===== config.mk =====
export PLATFORM = sky130hd
export DESIGN_NAME = neuai_key_debounce
export DESIGN_NICKNAME = d
export VERILOG_FILES = /design/src/rtl/neuai_key_pkg.sv /design/src/rtl/neuai_key_fsm.sv /design/src/rtl/neuai_key_debounce.sv
export SDC_FILE = /design/constraint.sdc
export NUM_CORES = 1
export LEC_CHECK = 0
export ABC_AREA = 1
export CAP_MARGIN = 20
export CORE_MARGIN = 10
export CORE_UTILIZATION = 58
export CTS_BUF_LIST = sky130_fd_sc_hd__clkbuf_16
export DETAILED_ROUTE_END_ITERATION = 10
export PLACE_DENSITY = 0.79
export SETUP_SLACK_MARGIN = 0.5
export SLEW_MARGIN = 20
export SYNTH_ARGS = -nofsm -noshare
export SYNTH_HDL_FRONTEND = slang
export SYNTH_SLANG_ARGS = --single-unit

===== constraint.sdc =====
create_clock -name w_clk_1ms -period 1.66 [get_ports w_clk_1ms]
set_input_delay 0.332 -clock w_clk_1ms [delete_from_list [all_inputs] [get_ports w_clk_1ms]]
set_output_delay 0.332 -clock w_clk_1ms [all_outputs]
set_load 0.02 [all_outputs]

===== src/rtl/neuai_key_pkg.sv =====
// Shared types and constants for the push-button debounce slice.
package neuai_key_pkg;

  typedef enum logic [1:0] {
    KEY_IDLE         = 2'd0,
    KEY_PRESS_WAIT   = 2'd1,
    KEY_PRESSED      = 2'd2,
    KEY_RELEASE_WAIT = 2'd3
  } key_state_t;

  localparam int DCNT_W = 8;
  localparam int HCNT_W = 12;

  localparam logic [1:0] MODE_SLOW = 2'd0;
  localparam logic [1:0] MODE_MED  = 2'd1;
  localparam logic [1:0] MODE_FAST = 2'd2;
  localparam logic [1:0] MODE_OFF  = 2'd3;

  // Up/down step through the four breath profiles with wrap-around.
  function automatic logic [1:0] mode_step(input logic [1:0] mode,
                                           input logic up,
                                           input logic dn);
    logic [1:0] nxt;
    nxt = mode;
    if (up && !dn) begin
      nxt = (mode == MODE_OFF) ? MODE_SLOW : mode + 2'd1;
    end else if (dn && !up) begin
      nxt = (mode == MODE_SLOW) ? MODE_OFF : mode - 2'd1;
    end
    return nxt;
  endfunction

endpackage


===== src/rtl/neuai_key_fsm.sv =====
// One key: 2-flop synchronizer, debounce FSM and counters on the 1 ms tick.
// The hold counter and key_long exist only with NEUAI_KEY_LONG_PRESS_EN defined.
module neuai_key_fsm
  import neuai_key_pkg::*;
#(
  parameter int DEBOUNCE_MS    = 20,
  parameter int LONG_MS        = 1000,
  parameter int KEY_ACTIVE_LOW = 1
) (
  input  logic w_clk_1ms,
  input  logic w_rst,
  input  logic key_raw,
  output logic key_level,
  output logic key_press,
  output logic key_release,
  output logic key_long
);

  localparam logic REL_LVL = (KEY_ACTIVE_LOW != 0);
  localparam logic [DCNT_W-1:0] DCNT_LAST = DCNT_W'(DEBOUNCE_MS - 1);

  key_state_t  state;
  logic [1:0]  sync;
  logic [DCNT_W-1:0] dcnt;
  logic        key_on;

  // Normalised so that 1 always means pressed.
  assign key_on = sync[1] ^ REL_LVL;

`ifdef NEUAI_KEY_LONG_PRESS_EN
  localparam logic [HCNT_W-1:0] HOLD_MAX = HCNT_W'(LONG_MS);
  logic [HCNT_W-1:0] hcnt;
`else
  assign key_long = 1'b0;
`endif

  always_ff @(posedge w_clk_1ms or negedge w_rst) begin
    if (!w_rst) begin
      sync        <= {2{REL_LVL}};
      state       <= KEY_IDLE;
      dcnt        <= '0;
      key_level   <= 1'b0;
      key_press   <= 1'b0;
      key_release <= 1'b0;
`ifdef NEUAI_KEY_LONG_PRESS_EN
      hcnt        <= '0;
      key_long    <= 1'b0;
`endif
    end else begin
      sync        <= {sync[0], key_raw};
      key_press   <= 1'b0;
      key_release <= 1'b0;
`ifdef NEUAI_KEY_LONG_PRESS_EN
      key_long    <= 1'b0;
`endif
      case (state)
        KEY_IDLE: begin
          if (key_on) begin
            state <= KEY_PRESS_WAIT;
            dcnt  <= '0;
          end
        end
        KEY_PRESS_WAIT: begin
          if (!key_on) begin
            state <= KEY_IDLE;
          end else if (dcnt == DCNT_LAST) begin
            state     <= KEY_PRESSED;
            key_level <= 1'b1;
            key_press <= 1'b1;
`ifdef NEUAI_KEY_LONG_PRESS_EN
            hcnt      <= '0;
`endif
          end else begin
            dcnt <= dcnt + 1'b1;
          end
        end
        KEY_PRESSED: begin
          if (!key_on) begin
            state <= KEY_RELEASE_WAIT;
            dcnt  <= '0;
          end
`ifdef NEUAI_KEY_LONG_PRESS_EN
          else if (hcnt != HOLD_MAX) begin
            hcnt <= hcnt + 1'b1;
            // Fires only on the step into saturation, so once per hold.
            if (hcnt == HOLD_MAX - 1'b1) begin
              key_long <= 1'b1;
            end
          end
`endif
        end
        KEY_RELEASE_WAIT: begin
          if (key_on) begin
            state <= KEY_PRESSED;
          end else if (dcnt == DCNT_LAST) begin
            state       <= KEY_IDLE;
            key_level   <= 1'b0;
            key_release <= 1'b1;
          end else begin
            dcnt <= dcnt + 1'b1;
          end
        end
        default: state <= KEY_IDLE;
      endcase
    end
  end

endmodule


===== src/rtl/neuai_key_debounce.sv =====
// Debounced key events plus the breath-mode select for the LED breathing stage.
// Optional long-press support is built with NEUAI_KEY_LONG_PRESS_EN defined.
module neuai_key_debounce
  import neuai_key_pkg::*;
#(
  parameter int N_KEYS         = 3,
  parameter int DEBOUNCE_MS    = 20,
  parameter int LONG_MS        = 1000,
  parameter int KEY_ACTIVE_LOW = 1
) (
  input  logic              w_clk_1ms,
  input  logic              w_rst,
  input  logic [N_KEYS-1:0] w_key_raw,
  output logic [N_KEYS-1:0] key_level,
  output logic [N_KEYS-1:0] key_press,
  output logic [N_KEYS-1:0] key_release,
  output logic [N_KEYS-1:0] key_long,
  output logic [1:0]        breath_mode
);

  localparam int KEY_UP   = 0;
  localparam int KEY_DN   = 1;
`ifdef NEUAI_KEY_LONG_PRESS_EN
  localparam int KEY_MODE = 2;
`endif

  for (genvar i = 0; i < N_KEYS; i++) begin : g_key
    neuai_key_fsm #(
      .DEBOUNCE_MS   (DEBOUNCE_MS),
      .LONG_MS       (LONG_MS),
      .KEY_ACTIVE_LOW(KEY_ACTIVE_LOW)
    ) u_fsm (
      .w_clk_1ms  (w_clk_1ms),
      .w_rst      (w_rst),
      .key_raw    (w_key_raw[i]),
      .key_level  (key_level[i]),
      .key_press  (key_press[i]),
      .key_release(key_release[i]),
      .key_long   (key_long[i])
    );
  end

  // Reacts to the registered press pulses, so it lags them by one tick.
  always_ff @(posedge w_clk_1ms or negedge w_rst) begin
    if (!w_rst) begin
      breath_mode <= MODE_SLOW;
    end else begin
`ifdef NEUAI_KEY_LONG_PRESS_EN
      if (key_long[KEY_MODE]) begin
        breath_mode <= MODE_SLOW;
      end else begin
        breath_mode <= mode_step(breath_mode, key_press[KEY_UP], key_press[KEY_DN]);
      end
`else
      breath_mode <= mode_step(breath_mode, key_press[KEY_UP], key_press[KEY_DN]);
`endif
    end
  end

endmodule


==> flow_metrics.env, run 1 <==
export IMPL_outcome="completed"
export IMPL_avgSynthCellArea_um2=8.28
export IMPL_die_w_um=85.2
export IMPL_crit_path_max_incr_delay_ns=0.36
export IMPL_ys_warn_count=0
export IMPL_die_h_um=85.2
export IMPL_fin_crit_sh_pct=77.6
export IMPL_cp_required_ns=1.84
export IMPL_final_min_clock_period_ns=1.29
export IMPL_first_global_vias=1851
export IMPL_p_int_w=0.00186
export IMPL_synth_simple_gate_area_share_pct=27.3
export IMPL_cts_clk_slew_worst_paths_ns=0.07
export IMPL_grt_max_degree=48
export IMPL_cts_root_buf="clkbuf_16"
export IMPL_synth_seq_area_share_pct=48.0
export IMPL_final_common_cell="nand2_1"
export IMPL_port_buffers=15
export IMPL_dp_final_hpwl_um=2900
export IMPL_synthCells=298
export IMPL_synthesis_area_um2=2470
export IMPL_initial_utilization_pct=60.8
export IMPL_critPathBufInv=2
export IMPL_drive_gt1_share_pct=39.6
export IMPL_cts_buffers=5
export IMPL_p_switching_w=0.000640
export IMPL_die_area_um2=7260
export IMPL_drtAntennaViolNets=0
export IMPL_drv_cap=0
export IMPL_wl_per_cell_um=14.0
export IMPL_ctsHoldBuffers=0
export IMPL_power_density_nw_per_um2=793
export IMPL_synth_top_family_by_area="simple AND/OR/NAND/NOR gates"
export IMPL_dr_pass1_iters=4
export IMPL_grt_overflow=0
export IMPL_pwr_share_seq_pct=48.9
export IMPL_wirelength_um=5280
export IMPL_r2r_start="g_key[0].u_fsm.dcnt[0]$_DFFE_PN0P_"
export IMPL_arrival_ns=1.47
export IMPL_vdd_drop_max_uv=839
export IMPL_final_nets=338
export IMPL_fin_worst_skew_ns=0.00630
export IMPL_rrSetupSlack_ns=0.37
export IMPL_cts_tree="yes"
export IMPL_gp_congestion=0.854
export IMPL_endpoint_kind="flop"
export IMPL_clk_path_buf_depth=2
export IMPL_synth_compound_area_share_pct=8.27
export IMPL_p_comb_share_pct=11.2
export IMPL_finalMaxSlewViolations=0
export IMPL_worstSetupPathType="flop to flop"
export IMPL_hold_path_class="input pin to async pin"
export IMPL_rsz0062_at_grt="yes"
export IMPL_crit_path_start="g_key[0].u_fsm.dcnt[0]$_DFFE_PN0P_"
export IMPL_track_usage_pct=13.6
export IMPL_grt_pass1_wl_um=8170
export IMPL_final_core_util_pct=77.8
export IMPL_clkPwrFrac_pct=40.0
export IMPL_synthMuxAreaShare_pct=0
export IMPL_layout_common_cells="nand2_1, dfrtp_1, inv_1, nand3_1, nand2_2"
export IMPL_drtIter0Drc=114
export IMPL_synth_cell_types=27
export IMPL_setup_violations=0
export IMPL_synth_xor_area_share_pct=1.42
export IMPL_path_delay_family="simple AND/OR/NAND/NOR gates"
export IMPL_synth_adder_area_share_pct=3.04
export IMPL_cp_cell_sequence="ha_2 > inv_2 > nor2_4 > nand3_4 > nand2_8 > inv_4 > nand2_2 > nand2_1"
export IMPL_switching_share_pct=25.6
export IMPL_clkLatencyLatePin_ns=0.29
export IMPL_crit_fanout=7
export IMPL_hold_viol=0
export IMPL_rows=23
export IMPL_leakagePower_nw=1.49
export IMPL_via_count=2029
export IMPL_post_drt_via_cell_ratio=5.37
export IMPL_startpoint_type="flop"
export IMPL_cts_sinks=47
export IMPL_num_antenna_cells=0
export IMPL_slowest_stage="dfrtp_1"
export IMPL_ios=19
export IMPL_route_detailed_drc=0
export IMPL_synth_seq_cells=47
export IMPL_fmax_mhz=777
export IMPL_fin_setup_tns_ns=0
export IMPL_antenna_found_initial=0
export IMPL_coreArea_um2=4060
export IMPL_cts_max_level=2
export IMPL_area_growth_syn_to_layout_pct=28.0
==> metrics by stage <==
step                setup slack [ns]  power [W]  instances  hold WS (ns)  instance area, um^2
finish                         0.372    0.00250        378        0.0109                 3160
global placement               0.352    0.00140        351         0.329                 2590
global route                   0.289    0.00261        378        0.0401                 3160
CTS                            0.390    0.00248        373        0.0298                 2950
floorplan                      0.415    0.00136        300        0.0364                 2490
detailed placement             0.320    0.00141        351         0.339                 2590
==> cell usage after synthesis, drive strengths merged <==
cell type	n	area, um^2
dfrtp	41	1030
nand3	28	153
dfstp	6	158
xor2	4	35.0
nand2	88	363
ha	6	75.1
nand4	3	18.8
inv	40	150
nand3b	2	15.0
o21bai	3	22.5
nor2	19	81.3
o21ai	34	181
or2	2	12.5
conb	1	3.75
nor3	4	30.0
buf	17	143
==> power by group through the flow <==
stage,Sequential [W],Combinational (W),Clock [W]
final,0.00122,0.000279,0.00100
after global routing,0.00123,0.000308,0.00108
after CTS,0.00122,0.000236,0.00103
after detailed placement,0.00125,0.000164,0
after global placement,0.00124,0.000160,0
after floorplan,0.00124,0.000123,0
==> flip-flops by register name, indices dropped and copies added, names as in the netlist, named ones only <==
name	count
g_key.u_fsm.sync	6
g_key.u_fsm.state	3
breath_mode	2
g_key.u_fsm.key_level	3
g_key.u_fsm.key_release	3
g_key.u_fsm.dcnt	24
g_key.u_fsm.key_press	3
==> layer usage <==
metal,track usage [%],vias to the layer above,routed length [um]
met1,16.5,977,2160
met5,0,-,0
met4,5.99,0,106
li1,-,986,-
met2,21.3,57,2710
met3,4.88,9,300
==> timing repair <==
| item | CTS | global route |
|---|---|---|
| cloned | 4 | 1 |
| setup endpoints to repair | 47 | 48 |
| pin swaps | 15 | 19 |
| buffers inserted | 10 | 4 |
| resized for setup | 94 | 59 |
==> final timing paths <==
check	end	depth (start not counted)
max	g_key[0].u_fsm.dcnt[3]$_DFFE_PN0P_	8
min in group w_clk_1ms	g_key[0].u_fsm.sync[1]$_DFF_PN1_	0
min	g_key[0].u_fsm.dcnt[7]$_DFFE_PN0P_	2
max in group asynchronous	g_key[1].u_fsm.sync[0]$_DFF_PN1_	2
max reg2reg	g_key[0].u_fsm.dcnt[3]$_DFFE_PN0P_	8
min reg2reg	g_key[0].u_fsm.sync[1]$_DFF_PN1_	0
==> kinds of logic (layout without fill, tap and decap cells) <==
kind of cell | count (synthesis) | count (layout)
fa+ha+maj | 6 | 6
other cells | 1 | 3
xor+xnor | 4 | 4
buf+inv | 57 | 80
simple gates | 146 | 151
compound gates | 37 | 37
flops | 47 | 47
==> layout make-up <==
| class | instances | area [um^2] |
|---|---|---|
| well taps | 50 | 62.6 |
| clock inverters | 3 | 23.8 |
| repair buffers | 32 | 287 |
| fillers | 237 | 900 |
| multi-input cells | 201 | 1320 |
| flip-flops and latches | 47 | 1180 |
| inverters | 40 | 155 |
| clock buffers | 5 | 125 |
Note: power is estimated with default switching activity, not from simulation.
==> run 2, diff against run 1 <==
Clock period 1.66 ns to 1.2 ns, I/O delays scaled along.
==> run 2 against run 1 <==
  * Setup slack lost 0.52 ns
  * Clock skew barely moved
  * Total power increased by 48%
  * The run now ends with negative hold slack, negative setup slack left
  * Critical path type unchanged
  * Largest power group unchanged
  * Clock power is 63% higher
  * Sequential power rose by 39%
  * Cell area rose by 5.5%
  * Via count up 2.6%
  * Count of clock-buffer cells in the layout unchanged
  * Sequential share of layout area decreased by 1.9 points
  * Register-to-register slack worse by 0.52 ns
==> flow_metrics.env, run 2 (synthesis gave the netlist of run 1 again) <==
export IMPL_outcome="finished, violations left"
export IMPL_violations="negative hold slack, negative setup slack"
export IMPL_coreArea_um2=4060
export IMPL_grt_overflow=0
export IMPL_cts_max_level=2
export IMPL_die_h_um=85.2
export IMPL_hold_path_class="input pin to async pin"
export IMPL_cts_root_buf="clkbuf_16"
export IMPL_final_core_util_pct=82.1
export IMPL_rsz0062_at_grt="yes"
export IMPL_leakagePower_nw=1.61
export IMPL_dp_final_hpwl_um=3510
export IMPL_clk_path_buf_depth=2
export IMPL_num_antenna_cells=0
export IMPL_crit_fanout=8
export IMPL_worstSetupPathType="flop to flop"
export IMPL_die_w_um=85.2
export IMPL_dr_pass1_iters=5
export IMPL_track_usage_pct=16.0
export IMPL_cp_required_ns=1.42
export IMPL_cts_buffers=5
export IMPL_arrival_ns=1.57
export IMPL_wirelength_um=5960
export IMPL_final_nets=352
export IMPL_setup_slack_ns=-0.148
export IMPL_cts_sinks=47
export IMPL_grt_max_degree=48
export IMPL_layout_common_cells="nand2_1, dfrtp_1, inv_1, buf_4, nand3_1"
export IMPL_final_common_cell="nand2_1"
export IMPL_gp_congestion=0.824
export IMPL_wl_per_cell_um=15.2
export IMPL_route_detailed_drc=0
export IMPL_startpoint_type="flop"
export IMPL_die_area_um2=7260
export IMPL_fmax_mhz=742
export IMPL_power_density_nw_per_um2=1110
export IMPL_final_cells=392
export IMPL_drv_cap=0
export IMPL_drtAntennaViolNets=0
export IMPL_power_w=0.00371
export IMPL_vdd_drop_max_uv=973
export IMPL_endpoint_kind="flop"
export IMPL_via_count=2081
export IMPL_fin_worst_skew_ns=0.00593
export IMPL_initial_utilization_pct=60.8
export IMPL_largest_register_ffs=24
export IMPL_hold_viol=41
export IMPL_dp_cells=376
export IMPL_regMostFlops="g_key.u_fsm.dcnt"
export IMPL_hold_slack_ns=-0.0825
export IMPL_post_drt_via_cell_ratio=5.31
export IMPL_grt_pass1_wl_um=9670
export IMPL_rows=23
export IMPL_multi_input_area_um2=1320
export IMPL_area_growth_syn_to_layout_pct=35.0
export IMPL_cts_clk_slew_worst_paths_ns=0.07
export IMPL_fillers=226
export IMPL_antenna_found_initial=0
export IMPL_reg_top3="g_key.u_fsm.dcnt (24), g_key.u_fsm.sync (6)"
export IMPL_drive_gt1_share_pct=41.2
export IMPL_drtIter0Drc=133
export IMPL_finalMaxSlewViolations=0
export IMPL_setup_violations=36
export IMPL_first_global_vias=2084
export IMPL_ios=19
export IMPL_port_buffers=15
export IMPL_cts_tree="yes"
export IMPL_clkLatencyLatePin_ns=0.29
export IMPL_seq_area_um2=1190
export IMPL_fin_crit_sh_pct=112
export IMPL_final_min_clock_period_ns=1.35
## run 2: cell types whose count changed in the layout (fill, tap and decap cells not counted), moves of 3 or more
| cell | change |
|---|---|
| nand2_2 | -4 |
| nand2_1 | +3 |
| o21ai_1 | +4 |
| buf_6 | +7 |
| o21ai_0 | -5 |
| buf_4 | +10 |
## run 2: path summary, 6_finish.rpt
path | from | endpoint | slack (ns) | depth (start not counted)
worst max register to register | g_key[2].u_fsm.dcnt[0]$_DFFE_PN0P_ | g_key[2].u_fsm.dcnt[2]$_DFFE_PN0P_ | -0.15 | 7
worst min register to register | g_key[0].u_fsm.sync[0]$_DFF_PN1_ | g_key[0].u_fsm.sync[1]$_DFF_PN1_ | 0.36 | 0
worst min-delay path | w_rst | g_key[0].u_fsm.dcnt[7]$_DFFE_PN0P_ | -0.08 | 2
min in group w_clk_1ms | w_key_raw[1] | g_key[1].u_fsm.sync[0]$_DFF_PN1_ | 0.35 | 1
max in group asynchronous | w_rst | g_key[2].u_fsm.sync[1]$_DFF_PN1_ | 1.00 | 2
worst max-delay path | g_key[2].u_fsm.dcnt[0]$_DFFE_PN0P_ | g_key[2].u_fsm.dcnt[2]$_DFFE_PN0P_ | -0.15 | 7
## run 2: metrics by stage
stage                     setup WS [ns]  setup TNS [ns]  cell area [um^2]
after floorplan                 -0.0445          -0.572              2540
after global placement          -0.0341          -0.216              2790
after detailed placement         -0.113           -1.33              2790
after CTS                       -0.0742           -1.39              3170
after global routing             -0.221           -5.61              3330
final                            -0.148           -2.53              3330
## run 2: power breakdown
group / switching [W] / total, W / leakage, nW / internal, W
sequential: 0.0000522 / 0.00170 / 0.619 / 0.00164
combinational: 0.000221 / 0.000376 / 0.909 / 0.000156
clock: 0.000639 / 0.00163 / 0.0844 / 0.000995
## run 2: worst max-delay path: stages (launching register included)
cell,delay (ns)
dfrtp_1,0.41
ha_4,0.18
nand2_4,0.05
nor3_4,0.17
nand2_4,0.18
nand2_4,0.16
nand2_2,0.05
o21ai_1,0.07
## run 2: area by class of cell
cell class | instances | share of cell area, %
Inverter | 40 | 4.66
Multi-Input combinational cell | 200 | 39.7
Clock buffer | 5 | 3.76
Tap cell | 50 | 1.88
Timing Repair Buffer | 47 | 12.9
Sequential cell | 47 | 35.6
Clock inverter | 3 | 1.43
## run 2: per-layer routing
metal	vias to the layer above	track usage (%)	wire length, um	share of wire, %
li1	1022	-	-	-
met1	1004	18.4	2450	41
met2	43	28.2	3170	53
met3	12	4.02	224	3.8
met4	0	5.39	121	2.0
met5	-	0	0	0
## run 2: timing repair
action | 4_1_cts | 5_1_grt
pin swaps | 11 | 17
cloned | 4 | 0
setup buffers | 2 | 2
gates resized for setup | 113 | 42
hold endpoints to repair | 41 | 41
endpoints found under the setup margin | 52 | 52
==> run 3, diff against run 2 <==
Settings changed: SLEW_MARGIN 20 to 15.
==> results of run 3 <==
No change in the layout: final DEF, timing and power equal those of run 2.
